$ cat src/rtl/mux_display_controller.sv
// Time-multiplexed common-anode seven-segment driver with inter-digit blanking and heartbeat LED.
// Optional leading-zero suppression is enabled by defining LEADING_ZERO_BLANK_EN.
module mux_display_controller #(
    parameter int NUM_DIGITS    = 2,
    parameter int REFRESH_DIV   = 100000,
    parameter int BLANK_CYCLES  = 1000,
    parameter int HEARTBEAT_DIV = 24000000
) (
    input  logic                    clk,
    input  logic                    reset,
    input  logic [4*NUM_DIGITS-1:0] s,
    output logic [6:0]              seg,
    output logic [NUM_DIGITS-1:0]   an,
    output logic                    led
);

    localparam int CW = (REFRESH_DIV   > 1) ? $clog2(REFRESH_DIV)   : 1;
    localparam int IW = (NUM_DIGITS    > 1) ? $clog2(NUM_DIGITS)    : 1;
    localparam int HW = (HEARTBEAT_DIV > 1) ? $clog2(HEARTBEAT_DIV) : 1;

    localparam logic [CW-1:0] CNT_LAST  = CW'(REFRESH_DIV - 1);
    localparam logic [CW-1:0] BLANK_END = CW'(BLANK_CYCLES);
    localparam logic [IW-1:0] IDX_LAST  = IW'(NUM_DIGITS - 1);
    localparam logic [HW-1:0] HB_LAST   = HW'(HEARTBEAT_DIV - 1);

    logic [CW-1:0]         cnt_q, cnt_d;
    logic [IW-1:0]         idx_q, idx_d;
    logic [3:0]            val_q, val_d;
    logic [HW-1:0]         hb_q, hb_d;
    logic [6:0]            seg_q, seg_d;
    logic [NUM_DIGITS-1:0] an_q, an_d;
    logic                  led_q, led_d;
    logic                  slot_end, hb_wrap, lit;
    logic [3:0]            nib;
`ifdef LEADING_ZERO_BLANK_EN
    logic                  sup_q, sup_d, zero_above;
`endif

    function automatic logic [6:0] hex_font(input logic [3:0] v);
        case (v)
            4'h0: hex_font = 7'b1000000;
            4'h1: hex_font = 7'b1111001;
            4'h2: hex_font = 7'b0100100;
            4'h3: hex_font = 7'b0110000;
            4'h4: hex_font = 7'b0011001;
            4'h5: hex_font = 7'b0010010;
            4'h6: hex_font = 7'b0000010;
            4'h7: hex_font = 7'b1111000;
            4'h8: hex_font = 7'b0000000;
            4'h9: hex_font = 7'b0010000;
            4'hA: hex_font = 7'b0001000;
            4'hB: hex_font = 7'b0000011;
            4'hC: hex_font = 7'b1000110;
            4'hD: hex_font = 7'b0100001;
            4'hE: hex_font = 7'b0000110;
            default: hex_font = 7'b0001110;
        endcase
    endfunction

    always_comb begin
        slot_end = (cnt_q == CNT_LAST);
        cnt_d    = slot_end ? '0 : cnt_q + CW'(1);
        idx_d    = idx_q;
        if (slot_end)
            idx_d = (idx_q == IDX_LAST) ? '0 : idx_q + IW'(1);

        // Nibble for the digit about to be shown, latched only at slot start.
        nib = s[3:0];
        for (int k = 0; k < NUM_DIGITS; k++)
            if (idx_d == IW'(k)) nib = s[4*k +: 4];
        val_d = slot_end ? nib : val_q;

        hb_wrap = (hb_q == HB_LAST);
        hb_d    = hb_wrap ? '0 : hb_q + HW'(1);
        led_d   = led_q ^ hb_wrap;

        lit = (cnt_q >= BLANK_END);
`ifdef LEADING_ZERO_BLANK_EN
        zero_above = 1'b1;
        for (int k = 0; k < NUM_DIGITS; k++)
            if (IW'(k) >= idx_d && s[4*k +: 4] != 4'h0) zero_above = 1'b0;
        sup_d = slot_end ? (zero_above && idx_d != '0) : sup_q;
        lit   = lit && !sup_q;
`endif

        an_d = '1;
        for (int k = 0; k < NUM_DIGITS; k++)
            an_d[k] = !(lit && idx_q == IW'(k));
        seg_d = lit ? hex_font(val_q) : 7'h7F;
    end

    always_ff @(posedge clk) begin
        if (!reset) begin
            cnt_q <= '0;
            idx_q <= '0;
            val_q <= s[3:0];
            hb_q  <= '0;
            an_q  <= '1;
            seg_q <= 7'h7F;
            led_q <= 1'b0;
`ifdef LEADING_ZERO_BLANK_EN
            sup_q <= 1'b0;
`endif
        end else begin
            cnt_q <= cnt_d;
            idx_q <= idx_d;
            val_q <= val_d;
            hb_q  <= hb_d;
            an_q  <= an_d;
            seg_q <= seg_d;
            led_q <= led_d;
`ifdef LEADING_ZERO_BLANK_EN
            sup_q <= sup_d;
`endif
        end
    end

    assign seg = seg_q;
    assign an  = an_q;
    assign led = led_q;

endmodule

$ cat config.mk
export PLATFORM = sky130hd
export DESIGN_NAME = mux_display_controller
export DESIGN_NICKNAME = d
export VERILOG_FILES = /design/src/rtl/mux_display_controller.sv
export SDC_FILE = /design/constraint.sdc
export NUM_CORES = 1
export LEC_CHECK = 0
export ABC_AREA = 1
export CORE_MARGIN = 2
export CORE_UTILIZATION = 30
export CTS_CLUSTER_DIAMETER = 200
export DETAILED_ROUTE_END_ITERATION = 6
export PLACE_DENSITY = 0.55
export SLEW_MARGIN = 20
export SYNTH_ARGS = -nofsm -noshare
export SYNTH_HDL_FRONTEND = slang
export SYNTH_SLANG_ARGS = --single-unit
export TNS_END_PERCENT = 10
$ cat constraint.sdc
create_clock -name clk -period 3.18 [get_ports clk]
set_input_delay 0.318 -clock clk [delete_from_list [all_inputs] [get_ports clk]]
set_output_delay 0.318 -clock clk [all_outputs]
set_load 0.005 [all_outputs]
# Word-level counts from Yosys, hierarchy flattened
# Memory sizes are Yosys's and may differ from the RTL's. A register that Yosys moved wholly into a read port is not among the register bits.
# Cells that the tools add are included.
[word_totals]
ff_bits = 50
latchBits = 0
ramBits = 0
rom_bits = 112
input_bits = 10
wordCells = 30
memories = 1
[classes]
add_sub_neg = 3
mul = 0
div_mod_pow = 0
magnitude_cmp = 1
eq_ne = 3
n_shift = 0
muxes = 5
bitwise_logic = 3
reduce_logical = 8
[memory_table]
columns = ["name", "depth", "word_bits", "read_ports", "rd_clocked_by_memory_dff", "wr", "line", "source"]
rows = [
  ["(name not given)", 16, 7, 1, 1, 0, "40", "case (v)"],
]
[ops]
columns = ["op", "n"]
rows = [
  ["25-bit by 1-bit adder with 25-bit output, second input constant", 1],
  ["25-bit == test, second input constant", 1],
  ["17-bit by 1-bit adder with 17-bit output, second input constant", 1],
  ["17-bit == test, second input constant", 1],
  ["17-bit by 10-bit >= comparator with 1-bit output, second input constant", 1],
  ["4-bit 2-to-1 mux", 3],
  ["2-bit OR reduction", 2],
  ["1-bit logical NOT", 3],
  ["1-bit logical AND", 2],
  ["1-bit 2-to-1 mux", 2],
  ["2-bit by 1-bit inequality test with 1-bit output, second input constant", 1],
  ["1-bit NOT", 2],
  ["2-bit AND reduction", 1],
  ["1-bit adder, second input constant", 1],
  ["1-bit XOR", 1],
]

# Longest topological paths before layout
# Gate-level depths: netlist of the first run.
[depth]
ltp_word = 6
ltp_mapped = 10
mapped_depth_nobuf = 10

# Worst setup path after synthesis of the first run
# Ideal clock, no wire load.
[synth_timing]
path_type = "register -> register"
start = "register cnt_q[0]"
end = "register val_q[0], enable pin"
setup_time_ns = 0.297
arrival_time_ns = 1.266
required_time_ns = 2.883
slack_ns = 1.616
path_stages_with_launch = 9
n_path_buf = 1
synth_period_minus_slack_ns = 1.564
path_cell_list = "dfxtp_1 ha_1 nand2_1 inv_1 nand2_1 nor2_1 nand3_1 nand2_2 buf_6"
[synth_via]
elab_chain_cells = 2
[synth_lines]
columns = ["element", "line", "source"]
rows = [
  ["start, declared", "26", "logic [CW-1:0] cnt_q, cnt_d;"],
  ["start signal, assigned", "105", "cnt_q <= cnt_d;"],
  ["17-bit == test", "61", "slot_end = (cnt_q == CNT_LAST);"],
  ["2-bit by 1-bit inequality test with 1-bit output (no line)", "-", ""],
  ["end signal, assigned", "96", "val_q <= s[3:0];"],
  ["end signal, assigned", "107", "val_q <= val_d;"],
  ["end, declared", "28", "logic [3:0] val_q, val_d;"],
]
# No other way between the ends.
# A chain may end at the register's enable or synchronous reset.

# Worst setup path after layout of the first run
[layout_timing]
start = "register cnt_q[0]"
end = "register val_q[2], enable pin"
# The elaborated chain is that of the path after synthesis.

==> impl_metrics.ini, run 1 <==
[cells_and_area]
syn_to_final_growth_pct = 18.2
drive_above_1_share_pct = 7.84
diodes = 0
final_util_pct = 36.6
fillers = 1020
final-seq-area_um2 = 1180
final_cell_mix = nand2_1, nor2_1, dfxtp_1
final_nets = 436
finalInstanceArea_um2 = 3400
final_common_cell = nand2_1
multi_input_area_um2 = 1490

[hold_path]
min_to = an[1]
hold_class = reg -> reg
hold_depth = 1
min_from = idx_q

[sta]
grt_setup_unrepaired = no
finalMaxSlewViolations = 0
worstMarginPinSlew_ns = 0.769
clock_skew_ns = 0.00863
hold_viol = 0
setup-violations-final = 0
fin_setup_tns_ns = 0
fin_hold_ws_ns = 0.441
period_share_pct = 57.5
fin_crit_ns = 1.83
max_freq_mhz = 547
relSlewSlack_pct = 48.5

[clocking]
cts-buffers-inserted = 9
cts_root_buffer = clkbuf_8
cts_max_path_buffers = 2
cts_sinks = 57
cts.clk_slew.worst_paths_ns = 0.07
holdBufCountCts = 0
h-tree-depth = 3
cts_resized = 0
clk_latency_ns = 0.33
post_cts_buffers = 0
cts_tree = built

[grt]
grt_overflow_total = 0
grt_pass1_vias = 2491
grtUsageTotal_pct = 12.8
grt_antenna_before_repair = 0
grt_start_max_net_pins = 24
grt_pass1_wl_um = 10600

[detailed_routing]
wire_per_inst_um = 10.8
drc = 0
vias = 2508
drtIter0Drc = 74
vias_per_cell = 4.56
first_pass_iters = 4
totalWireLength_um = 5960
antenna_left = 0

[setup_path]
critPathSlowestCell = dfxtp_1
cp_max_fo = 21
path_cells = ha_1 -> nand2_1 -> inv_1 -> nand2_1 -> nor2_1 -> nand3_1 -> nand2_2
cp-start-kind = flip-flop
slowest_delay_ns = 0.37
end_kind = flip-flop
worst_r2r_endpoint = val_q[2]
crit_required_ns = 3.16
worst_path_most_repeated_cell = nand2_1
cpLargestDelayFamily = simple AND/OR/NAND/NOR gates
path_class = reg -> reg
arrival_ns = 1.81
cp.buffers_inverters = 1
r2r-start = cnt_q[0]
ff2ff_path_depth = 7
rrSetupSlack_ns = 1.35
cp.depth = 7

[yosys]
yosys-top-cells-area = dfxtp_1, nand2_1, nor2_1
synth-main-ff-cell = dfxtp_1
synth_top_area_cell = dfxtp_1
async_reset_ff_share_pct = 0
synthesis.area_um2 = 2880
synth_fp_nets = 412
synth_enable_flop_cells = 4
syn_inst = 393
synth_cell_types = 34
synth_top_area_share_pct = 36.9
avgSynthCellArea_um2 = 7.32
yosysWarnings = 0
seq_area_frac_synth_pct = 41.1
ys_seq_elements = 57

[power_and_ir_drop]
ir_drop_mv = 0.242
p_total_mw = 1.56
p_leak_nw = 1.17
power_density_nw_per_um2 = 459

[place]
dp_hpwl_um = 4430
gp_congestion = 0.887
place_area_um2 = 3180
port_buffers = 19

[status]
status = finished, final reports clean

[floorplan]
num_rows = 35
initial_core_util_pct = 31.0
ios = 20
dieArea_um2 = 10400
die_height_um = 102
core-area_um2 = 9280
die_width_um = 102

[flow_run]
maxCapViolCount = 0
[Yosys cell counts (2+ instances only)]
| cell | count |
|---|---|
| inv_1 | 38 |
| a21oi_1 | 18 |
| nand3_2 | 2 |
| nand2_1 | 87 |
| dfxtp_1 | 53 |
| buf_6 | 3 |
| or2_2 | 3 |
| o2111ai_1 | 4 |
| nand4_1 | 16 |
| buf_2 | 2 |
| o21ai_0 | 9 |
| nor2_1 | 65 |
| edfxtp_1 | 4 |
| nor3_2 | 2 |
| inv_2 | 2 |
| ha_1 | 9 |
| nand3_1 | 30 |
| nand2_2 | 3 |
| xor2_1 | 9 |
| nor3_1 | 12 |
| nor2_2 | 2 |
| xnor2_1 | 7 |
| nor3b_1 | 2 |
[metrics by stage]
stage               setup slack (ns)  cells
finish                          1.35    550
global route                    1.15    550
CTS                             1.32    550
detailed placement              1.07    535
global placement                1.09    535
floorplan                       1.62    393
[flip-flops by register name (all words and copies together) (netlist names)]
signal and cells:
seg 7, idx_q 1, led 1, an 2
cnt_q 17, val_q 4, hb_q 25
[worst register-to-register path, delay by kind of cell (launching register included)]
kind          cells  cell delay, ns
buf+inv           1            0.07
simple gates      5            0.86
flops             1            0.37
fa+ha+maj         1            0.18
[report_power, final]
part / total, mW / switching (mW) / internal [mW]
sequential: 0.741 / 0.00927 / 0.732
combinational: 0.0568 / 0.0329 / 0.0239
clock: 0.763 / 0.285 / 0.479
[area by class of cell]
| class | count | share of cell area [%] |
|---|---|---|
| clock buffers | 12 | 4.56 |
| clock inverters | 3 | 1.91 |
| inverters | 41 | 4.53 |
| multi-input cells | 289 | 43.9 |
| flip-flops and latches | 57 | 34.7 |
| well taps | 129 | 4.75 |
| repair buffers | 19 | 5.59 |
[cell families (layout without fill, tap and decap cells)]
group                    Yosys count  in the layout  synth area share (%)
XOR/XNOR                          16             16                  4.87
adder cells (fa/ha/maj)            9              9                  3.92
buffers and inverters             47             75                  7.01
flip-flops                        57             57                  41.1
AND/OR/NAND/NOR                  231            231                  36.6
AO/OA/AOI/OAI                     33             33                  6.48
[per-layer routing]
layer / wire (um) / GRT usage, % / vias to the layer above
met5: 0 / 0 / -
met4: 83 / 5.13 / 0
met3: 174 / 4.31 / 11
met2: 2940 / 22.3 / 37
met1: 2760 / 14.3 / 1140
li1: - / - / 1320
[worst max-delay path by stage]
stage               end     start  slack (ns)
6_report       val_q[2]  cnt_q[0]        1.35
5_1_grt        val_q[2]  cnt_q[0]        1.15
4_1_cts        val_q[2]  cnt_q[0]        1.32
3_5_place_dp   val_q[2]     reset        1.07
3_3_place_gp   val_q[3]     reset        1.09
2_1_floorplan  val_q[0]  cnt_q[0]        1.62
Note: power is estimated with default switching activity, not from simulation.
==> inputs of run 2 (changes only) <==
Clock period 3.18 ns to 1.76 ns, I/O delays scaled along.
==> run 2 against run 1 <==
Net effect: critical endpoint is now val_q[1]; via count grew 0.52%; clock power up 47%; critical path depth is 1 higher; non-clock buffer count is 5 higher; first-iteration DRC count rose by 2.7%; total power increased by 65%; register-to-register slack got worse by 1.2 ns; fmax rose by 14%.
==> impl_metrics.ini, run 2 (synthesized netlist as in run 1, its figures left out) <==
[clocking]
cts_sinks = 57
cts_tree = built
cts.clk_slew.worst_paths_ns = 0.06
h-tree-depth = 3
cts-buffers-inserted = 9
clk_latency_ns = 0.33
cts_root_buffer = clkbuf_8
cts_max_path_buffers = 2

[cells_and_area]
final_cell_mix = nand2_1, nor2_1, dfxtp_1
syn_to_final_growth_pct = 18.8
drive_above_1_share_pct = 9.13
regMostFlops = hb_q
diodes = 0
largest_reg_flops = 25
fillers = 1011
final_nets = 441
finalInstanceArea_um2 = 3420
final_common_cell = nand2_1

[setup_path]
cp-start-kind = flip-flop
critPathSlowestCell = dfxtp_1
worst_r2r_endpoint = val_q[1]
crit_required_ns = 1.85
ff2ff_path_depth = 8
rrSetupSlack_ns = 0.15
end_kind = flip-flop
r2r-start = cnt_q[1]
slowest_delay_ns = 0.35
path_cells = ha_1 -> nand2_1 -> inv_1 -> nand2_1 -> nor2_2 -> nand4_1 -> nand4_1 -> nand2_1
cp_max_fo = 5
arrival_ns = 1.69
path_class = reg -> reg
worst_path_most_repeated_cell = nand2_1

[sta]
period_share_pct = 91.2
grt_setup_unrepaired = no
fin_hold_ws_ns = 0.425
hold_viol = 0
max_freq_mhz = 623
relSlewSlack_pct = 73.1
worstMarginPinSlew_ns = 0.401
setup-violations-final = 0
clock_skew_ns = 0.00879
fin_setup_tns_ns = 0
fin_crit_ns = 1.61
finalMaxSlewViolations = 0

[power_and_ir_drop]
ir_drop_mv = 0.326
power_density_nw_per_um2 = 754
p_leak_nw = 1.18
p_total_mw = 2.58

[hold_path]
hold_depth = 1
min_from = cnt_q[0]
min_to = cnt_q[0]
hold_class = reg -> reg

[detailed_routing]
antenna_left = 0
first_pass_iters = 4
vias = 2521
wire_per_inst_um = 10.5
drc = 0
vias_per_cell = 4.53
totalWireLength_um = 5810
drtIter0Drc = 76

[grt]
grt_overflow_total = 0
grtUsageTotal_pct = 12.4
grt_start_max_net_pins = 24
grt_antenna_before_repair = 0
grt_pass1_wl_um = 10200
grt_pass1_vias = 2345

[place]
gp_congestion = 0.848
place_area_um2 = 3220
port_buffers = 19
dp_hpwl_um = 4450

[floorplan]
ios = 20
dieArea_um2 = 10400
die_width_um = 102
die_height_um = 102
initial_core_util_pct = 31.0
num_rows = 35
core-area_um2 = 9280

[flow_run]
maxCapViolCount = 0

[status]
status = finished, final reports clean
-- run 2: critical path: cells and delay by family (launching register included) --
| family | cells | cell delay [ns] |
|---|---|---|
| and+or+nand+nor | 6 | 0.78 |
| DFF | 1 | 0.35 |
| adders and majority gates | 1 | 0.17 |
| buffers and inverters | 1 | 0.07 |
-- run 2: per-stage QoR --
stage | utilization [%] | cells | setup WS (ns)
after CTS | 36.6 | 555 | 0.0739
final | 36.8 | 556 | 0.155
after global placement | 34.7 | 539 | 0.130
after detailed placement | 34.7 | 539 | 0.0896
after floorplan | - | 393 | 0.196
after global routing | 36.8 | 556 | 0.00146
-- run 2: final cells by class --
| cell class | count | area [um2] | area share, % |
|---|---|---|---|
| inverter | 41 | 154 | 4.50 |
| tap | 129 | 161 | 4.72 |
| clock buffer | 12 | 135 | 3.95 |
| timing repair buffer | 24 | 240 | 7.03 |
| sequential | 57 | 1180 | 34.6 |
| clock inverter | 4 | 43.8 | 1.28 |
| multi-input combinational | 289 | 1500 | 43.9 |
-- run 2: worst max-delay path by stage --
stage             start  endpoint  cells past startpoint
6_report       cnt_q[1]  val_q[1]                      8
5_1_grt        cnt_q[1]  val_q[1]                     10
4_1_cts        cnt_q[0]  val_q[0]                     10
3_5_place_dp   cnt_q[0]  val_q[2]                     10
3_3_place_gp   cnt_q[0]  val_q[3]                     10
2_1_floorplan  cnt_q[0]  val_q[0]                      8
-- run 2: metal layers --
layer	global-route usage, %	routed length [um]	vias up
li1	-	-	1338
met1	14.8	2700	1126
met2	20.6	2760	47
met3	4.58	258	10
met4	3.90	89	0
met5	0	0	-
-- run 2: timing repair --
item,in CTS,in global routing
buffers inserted,0,1
hold buffers,0,0
gates resized for setup,0,3
endpoints found under the setup margin,0,4
-- run 2: report_power, final --
group          switching [mW]  total (mW)  internal (mW)
Combinational          0.0613       0.112         0.0504
Sequential             0.0158        1.34           1.32
Clock                   0.480        1.12          0.645
Total                   0.557        2.58           2.02
